## src/rtl/serial_subtractor.sv

```systemverilog
`default_nettype none
// ============================================================================
// Module   : serial_subtractor
// Brief    : Bit-serial 8-bit subtractor (f = a - b - bin), LSB first,
//            start/done handshake, 8080-style flag outputs.
// Revision : 1.0  initial release
// ============================================================================
module serial_subtractor (
    input  logic       p_reset,
    input  logic       m_clock,
    input  logic       start,
    input  logic [7:0] a,
    input  logic [7:0] b,
    input  logic       bin,
    output logic       busy,
    output logic       done,
    output logic [7:0] f,
    output logic       cy,
    output logic       z,
    output logic       s,
    output logic       p,
    output logic       ac
);

    localparam logic [0:0] c_IDLE = 1'b0;
    localparam logic [0:0] c_RUN  = 1'b1;

    logic [0:0] r_state;
    logic [2:0] r_cnt;
    logic [7:0] r_a;
    logic [7:0] r_b;
    logic       r_br;
    logic [7:0] r_sr;
    logic       r_ac_hold;

    logic       w_ai;
    logic       w_bi;
    logic       w_d;
    logic       w_br_next;
    logic [7:0] w_sr_next;

    assign w_ai      = r_a[r_cnt];
    assign w_bi      = r_b[r_cnt];
    assign w_d       = w_ai ^ w_bi ^ r_br;
    assign w_br_next = (~w_ai & w_bi) | (~(w_ai ^ w_bi) & r_br);
    // Result bits enter from the MSB side so bit 0 lands in f[0] after 8 shifts.
    assign w_sr_next = {w_d, r_sr[7:1]};

    assign busy = (r_state == c_RUN);

    always_ff @(posedge m_clock or posedge p_reset) begin
        if (p_reset) begin
            r_state   <= c_IDLE;
            r_cnt     <= 3'd0;
            r_a       <= 8'h00;
            r_b       <= 8'h00;
            r_br      <= 1'b0;
            r_sr      <= 8'h00;
            r_ac_hold <= 1'b0;
            done      <= 1'b0;
            f         <= 8'h00;
            cy        <= 1'b0;
            z         <= 1'b1;
            s         <= 1'b0;
            p         <= 1'b1;
            ac        <= 1'b0;
        end else begin
            done <= 1'b0;
            case (r_state)
                c_IDLE: begin
                    if (start) begin
                        r_a     <= a;
                        r_b     <= b;
                        r_br    <= bin;
                        r_cnt   <= 3'd0;
                        r_state <= c_RUN;
                    end
                end
                c_RUN: begin
                    r_sr <= w_sr_next;
                    r_br <= w_br_next;
                    if (r_cnt == 3'd3) begin
                        r_ac_hold <= w_br_next;
                    end
                    if (r_cnt == 3'd7) begin
                        f       <= w_sr_next;
                        cy      <= w_br_next;
                        z       <= (w_sr_next == 8'h00);
                        s       <= w_sr_next[7];
                        p       <= ~(^w_sr_next);
                        ac      <= r_ac_hold;
                        done    <= 1'b1;
                        r_state <= c_IDLE;
                    end else begin
                        r_cnt <= r_cnt + 3'd1;
                    end
                end
                default: r_state <= c_IDLE;
            endcase
        end
    end

endmodule
`default_nettype wire

```

## config.mk

```make
export PLATFORM = sky130hd
export DESIGN_NAME = serial_subtractor
export DESIGN_NICKNAME = d
export VERILOG_FILES = /design/src/rtl/serial_subtractor.sv
export SDC_FILE = /design/constraint.sdc
export NUM_CORES = 1
export LEC_CHECK = 0
export ABC_AREA = 0
export BUFFER_PORTS_ARGS = -buffer_cell sky130_fd_sc_hd__buf_2
export CAP_MARGIN = 10
export CELL_PAD_IN_SITES_DETAIL_PLACEMENT = 1
export CELL_PAD_IN_SITES_GLOBAL_PLACEMENT = 1
export CORE_MARGIN = 2
export CORE_UTILIZATION = 35
export DETAILED_ROUTE_END_ITERATION = 16
export HOLD_SLACK_MARGIN = 0.03
export PLACE_DENSITY_LB_ADDON = 0.15
export SYNTH_ARGS = -nofsm -noshare
export SYNTH_HDL_FRONTEND = slang
export SYNTH_SLANG_ARGS = --single-unit
```

## constraint.sdc

```tcl
create_clock -name m_clock -period 3.3 [get_ports m_clock]
set_clock_uncertainty 0.1 [all_clocks]
set_input_delay 0.66 -clock m_clock [delete_from_list [all_inputs] [get_ports m_clock]]
set_output_delay 0.66 -clock m_clock [all_outputs]
set_load 0.1 [all_outputs]
```

==> results of run 1 <==
[Yosys cell counts]
| library cell | number |
|---|---|
| nand2_1 | 22 |
| nor2b_1 | 2 |
| o21ai_0 | 18 |
| buf_4 | 1 |
| mux2i_1 | 2 |
| nand2b_1 | 1 |
| dfstp_2 | 2 |
| mux4_1 | 2 |
| dfrtp_1 | 40 |
| a211oi_1 | 1 |
| xor2_1 | 1 |
| clkbuf_1 | 2 |
| o22ai_1 | 2 |
| buf_2 | 2 |
| o21a_1 | 1 |
| buf_6 | 3 |
| a21oi_1 | 2 |
| nand4_1 | 1 |
| a31oi_1 | 1 |
| fa_1 | 1 |
| mux2_2 | 17 |
| inv_1 | 14 |
| mux4_2 | 2 |
| xnor2_1 | 2 |
| ha_1 | 7 |
[worst max-delay path by stage]
stage | depth (start not counted) | end | slack, ns | from
after floorplan | 10 | p$_DFFE_PP1P_ | 0.76 | r_cnt[0]$_DFFE_PP0P_
after global placement | 9 | p$_DFFE_PP1P_ | 0.62 | r_cnt[0]$_DFFE_PP0P_
after detailed placement | 9 | p$_DFFE_PP1P_ | 0.52 | r_cnt[0]$_DFFE_PP0P_
after CTS | 9 | p$_DFFE_PP1P_ | 0.49 | r_cnt[0]$_DFFE_PP0P_
after global routing | 9 | p$_DFFE_PP1P_ | 0.30 | r_cnt[0]$_DFFE_PP0P_
final | 9 | p$_DFFE_PP1P_ | 0.56 | r_cnt[0]$_DFFE_PP0P_
[logic make-up (layout without fill, tap and decap cells)]
group                      Yosys count  in the layout  share of synthesized area
DFF                                 42             42                     0.5697
buffers and inverters               22             58                    0.06022
AOI/OAI and AO/OA                   25             25                    0.07240
xor gates and xnor gates             3              3                    0.01421
muxes                               23             23                     0.1671
and+or+nand+nor                     26             26                    0.05819
adders and majority gates            8              8                    0.05819
[routing by layer]
metal | part of all wire | wire length [um]
met5 | 0 | 0
met4 | 0.021 | 72
met3 | 0.050 | 167
met2 | 0.50 | 1697
met1 | 0.42 | 1422
[sequential cells by signal (all words and copies together) (netlist names)]
signal	flops
r_a	8
done	1
cy	1
busy	1
z	1
f	8
r_sr	7
r_b	8
r_ac_hold	1
r_cnt	3
r_br	1
p	1
ac	1
[cell type report]
class	count	area, sq um
fill	581	2964
sequential	42	1054
multi-input combinational	85	684.4
timing repair buffer	36	185.2
tap	70	87.58
clock buffer	8	80.08
inverter	14	52.55
[worst reg2reg max path, delay by kind of cell (launching register included)]
family                   cells  cell delay, ns
AO/OA/AOI/OAI                1            0.18
XOR/XNOR                     2            0.25
adder cells (fa/ha/maj)      2            0.80
buffers and inverters        1            0.06
flip-flops                   1            0.51
multiplexers                 1            0.60
AND/OR/NAND/NOR              2            0.14
[per-stage QoR]
| stage | util | instance area (sq um) |
|---|---|---|
| 6_report | 0.4196 | 2143 |
| 5_1_grt | 0.4196 | 2143 |
| 4_1_cts | 0.4196 | 2143 |
| 3_5_place_dp | 0.4040 | 2063 |
| 3_3_place_gp | 0.4040 | 2063 |
| 2_1_floorplan | - | 1849 |
==> impl_metrics.json, run 1 <==
{
  "syn_inst": 149,
  "drt_iter0_drc": 17,
  "holdWs_ns": 0.3742,
  "drc": 0,
  "max_freq_mhz": 364.4,
  "layout_commonest_cell": "dfrtp_1",
  "grt_busiest_layer": "met2",
  "antennaDiodeCount": 0,
  "finalSetupViolCount": 0,
  "dp_slack_ns": 0.5165,
  "fin_ws_ns": 0.5560,
  "syn2layout_area_growth_pct": 15.90,
  "cpPeakStageDelay_ns": 0.60,
  "ios": 35,
  "ant_nets": 0,
  "grtUsageTotal": 0.1323,
  "hold_class": "reg -> reg",
  "arrival_ns": 2.84,
  "synth_seq_cells": 42,
  "mappedNetlistArea_sq_um": 1849,
  "required_ns": 3.40,
  "numPortBuffers": 34,
  "start_util": 0.3621,
  "antenna_found_initial": 0,
  "fin_crit_sh": 0.8315,
  "hp-start": "f[6]$_DFFE_PP0P_",
  "end_kind": "register",
  "r2r_end": "p$_DFFE_PP1P_",
  "synth_top_cell_area_share": 0.5413,
  "tns_ns": 0,
  "cp-start-kind": "register",
  "crit_type": "reg -> reg",
  "clkTransAtPathRegs_ns": 0.07,
  "ctsLongestPathBuffers": 2,
  "hold_violations": 0,
  "yosys.area.top_type": "dfrtp_1",
  "critPathBufInv": 1,
  "die_w_um": 76.69,
  "cts_resized": 0,
  "numCtsBuffers": 5,
  "crit_chain": "mux4_1 > nand2_1 > nand2_1 > fa_1 > inv_1 > ha_1 > xnor2_1 > xnor2_1 > o21ai_0",
  "worstSkewPairLatency_ns": 0.29,
  "die-area_sq_um": 5881,
  "final_cell_count_no_fill": 255,
  "grt_util_met3": 0.04118,
  "ys_top_cells_by_area": "dfrtp_1 54%, mux2_2 10%, o21ai_0 4.9%",
  "worstRegToRegCells": 9,
  "final_cell_mix": "40 x dfrtp_1, 34 x buf_2, 22 x nand2_1",
  "grt_max_degree": 43,
  "path_delay_family": "adder cells",
  "path_max_fanout": 6,
  "dp.final_hpwl_um": 2568,
  "core_sq_um": 5107,
  "cts_tree": "yes",
  "tightest_slew_ns": 0.6669,
  "period_needed_ns": 2.744,
  "syn_nets": 177,
  "via_per_inst": 4.580,
  "slew_headroom": 0.5543,
  "whs_path_depth": 2,
  "nNetsFinal": 212,
  "wl_per_cell_um": 13.18,
  "maxCapViolations": 0,
  "first_pass_iters": 4,
  "drive_above_1_share": 0.3351,
  "synth-seq-area-share": 0.5697,
  "post_cts_buffers": 0,
  "root_buffer": "clkbuf_8",
  "rsz0062_at_grt": "no",
  "grtUsageMet2": 0.2333,
  "synth.avg_cell_area_sq_um": 12.41,
  "die_h_um": 76.69,
  "num_vias": 1168,
  "placementRows": 26,
  "cpMaxStageDelayCell": "mux4_1",
  "min_to": "f[6]$_DFFE_PP0P_",
  "use_met1": 0.1475,
  "status": "complete, no violations",
  "synth.distinct_cells": 25,
  "cts-hold-fix-buffers": 0,
  "ys.warnings.count": 0,
  "rrSetupSlack_ns": 0.56,
  "wl_um": 3361,
  "ctsHtreeMaxLevel": 2,
  "overflow": 0,
  "grt_pass1_vias": 1316,
  "grt_pass1_wl_um": 6134,
  "place.gp.congestion": 0.6666,
  "drv_slew": 0,
  "timing.rr.start": "r_cnt[0]$_DFFE_PP0P_",
  "clkSinkCount": 42,
  "placed_cells": 247
}
Power of run 1 is left out: the tool's default activity adds up to more than one toggle a clock period on the data nets, which glitch-free logic cannot reach.
==> run 2: changes to the inputs <==
==> constraint.sdc (replaced) <==
create_clock -name m_clock -period 2.7 [get_ports m_clock]
set_clock_uncertainty 0.1 [all_clocks]
set_input_delay 0.54 -clock m_clock [delete_from_list [all_inputs] [get_ports m_clock]]
set_output_delay 0.54 -clock m_clock [all_outputs]
set_load 0.1 [all_outputs]
==> run 2 against run 1 <==
  * Fmax is 9.7% higher
  * Cell count is 0.78% higher
  * Via count is 0.51% higher
  * Register-to-register slack worse by 0.36 ns
  * Count of clock-buffer cells in the layout is 1 lower
  * Design area is 2.9% higher
  * Critical path depth stayed put
  * First-iteration DRC count is 76% higher
  * Global-route usage is 0.19 points higher
  * Largest cell class unchanged
==> impl_metrics.json, run 2 (synthesized netlist as in run 1, its figures left out) <==
{
  "status": "complete, no violations",
  "via_per_inst": 4.568,
  "start_util": 0.3621,
  "wl_per_cell_um": 13.27,
  "numCtsBuffers": 5,
  "arrival_ns": 2.63,
  "die-area_sq_um": 5881,
  "required_ns": 2.83,
  "slew_headroom": 0.6028,
  "num_vias": 1174,
  "ctsLongestPathBuffers": 2,
  "finalSetupViolCount": 0,
  "rsz0062_at_grt": "no",
  "first_pass_iters": 3,
  "grt_pass1_wl_um": 6099,
  "numPortBuffers": 34,
  "ant_nets": 0,
  "layout_commonest_cell": "dfrtp_1",
  "grt_util_met3": 0.04353,
  "grtUsageMet2": 0.2368,
  "ios": 35,
  "nNetsFinal": 214,
  "cp-start-kind": "register",
  "placed_cells": 249,
  "use_met1": 0.1488,
  "cts-hold-fix-buffers": 0,
  "worstSkewPairLatency_ns": 0.29,
  "drv_slew": 0,
  "hold_class": "in -> async",
  "overflow": 0,
  "grtUsageTotal": 0.1343,
  "core_sq_um": 5107,
  "final_cell_count_no_fill": 257,
  "tightest_slew_ns": 0.5958,
  "drc": 0,
  "grt_max_degree": 43,
  "fill_cells": 579,
  "holdWs_ns": 0.2519,
  "maxCapViolations": 0,
  "drt_iter0_drc": 30,
  "cts_tree": "yes",
  "path_max_fanout": 5,
  "clkTransAtPathRegs_ns": 0.08,
  "antenna_found_initial": 0,
  "placementRows": 26,
  "end_kind": "register",
  "largestRegisters": "f (8), r_a (8), r_b (8)",
  "period_needed_ns": 2.501,
  "antennaDiodeCount": 0,
  "grt_busiest_layer": "met2",
  "die_w_um": 76.69,
  "drive_above_1_share": 0.3904,
  "max_freq_mhz": 399.8,
  "root_buffer": "clkbuf_8",
  "grt_pass1_vias": 1298,
  "syn2layout_area_growth_pct": 19.21,
  "hold_violations": 0,
  "ctsHtreeMaxLevel": 2,
  "clkSinkCount": 42,
  "place.gp.congestion": 0.6818,
  "dp.final_hpwl_um": 2602,
  "die_h_um": 76.69,
  "wl_um": 3411,
  "final_cell_mix": "39 x dfrtp_1, 34 x buf_2, 21 x nand2_1",
  "fin_crit_sh": 0.9263,
  "crit_type": "reg -> reg",
  "fin_util": 0.4317
}
run 2: repair_timing:
item                                    in CTS  in global routing
pin swaps                                    0                  3
buffers inserted                             0                  0
endpoints found under the setup margin       1                  1
resized for setup                            1                  8
endpoints found under the hold margin        0                  0
run 2: worst max-delay path, stage by stage, from the launching register on:
cell     delay (ns)
dfrtp_2        0.44
mux4_2         0.51
nand2_1        0.09
nand2_2        0.06
fa_1           0.57
inv_2          0.06
ha_4           0.21
xnor2_2        0.13
xnor2_1        0.12
o21ai_1        0.14
run 2: final cells by class:
type,instances,area [sq um],share of cell area
Sequential cell,42,1055,0.4784
Inverter,14,52.55,0.02384
Clock inverter,1,30.03,0.01362
Timing Repair Buffer,38,200.2,0.09081
Clock buffer,7,76.32,0.03462
Tap cell,70,87.58,0.03973
Multi-Input combinational cell,85,703.2,0.3190
run 2: final timing paths:
kind	to	cells past startpoint	from	slack [ns]
min reg2reg	f[3]$_DFFE_PP0P_	2	f[3]$_DFFE_PP0P_	0.38
min in group m_clock	r_b[7]$_DFFE_PP0P_	2	b[7]	0.37
max	p$_DFFE_PP1P_	9	r_cnt[0]$_DFFE_PP0P_	0.20
min	r_a[0]$_DFFE_PP0P_	3	p_reset	0.25
max in group asynchronous	r_cnt[0]$_DFFE_PP0P_	3	p_reset	1.85
max reg2reg	p$_DFFE_PP1P_	9	r_cnt[0]$_DFFE_PP0P_	0.20
run 2: layer usage:
| layer | wire length, um | vias up |
|---|---|---|
| met5 | 0 | - |
| met4 | 65 | 0 |
| met3 | 175 | 6 |
| met2 | 1763 | 28 |
| met1 | 1407 | 572 |
| li1 | - | 568 |
run 2: through the flow:
step | setup TNS, ns | setup slack (ns) | instance area [sq um]
5_1_grt | 0 | 0.02823 | 2205
3_3_place_gp | 0 | 0.09625 | 2078
3_5_place_dp | -0.01243 | -0.01243 | 2078
4_1_cts | 0 | 0.03715 | 2186
2_1_floorplan | 0 | 0.1648 | 1849
6_report | 0 | 0.1989 | 2205
Power of run 2 is left out for the same reason.
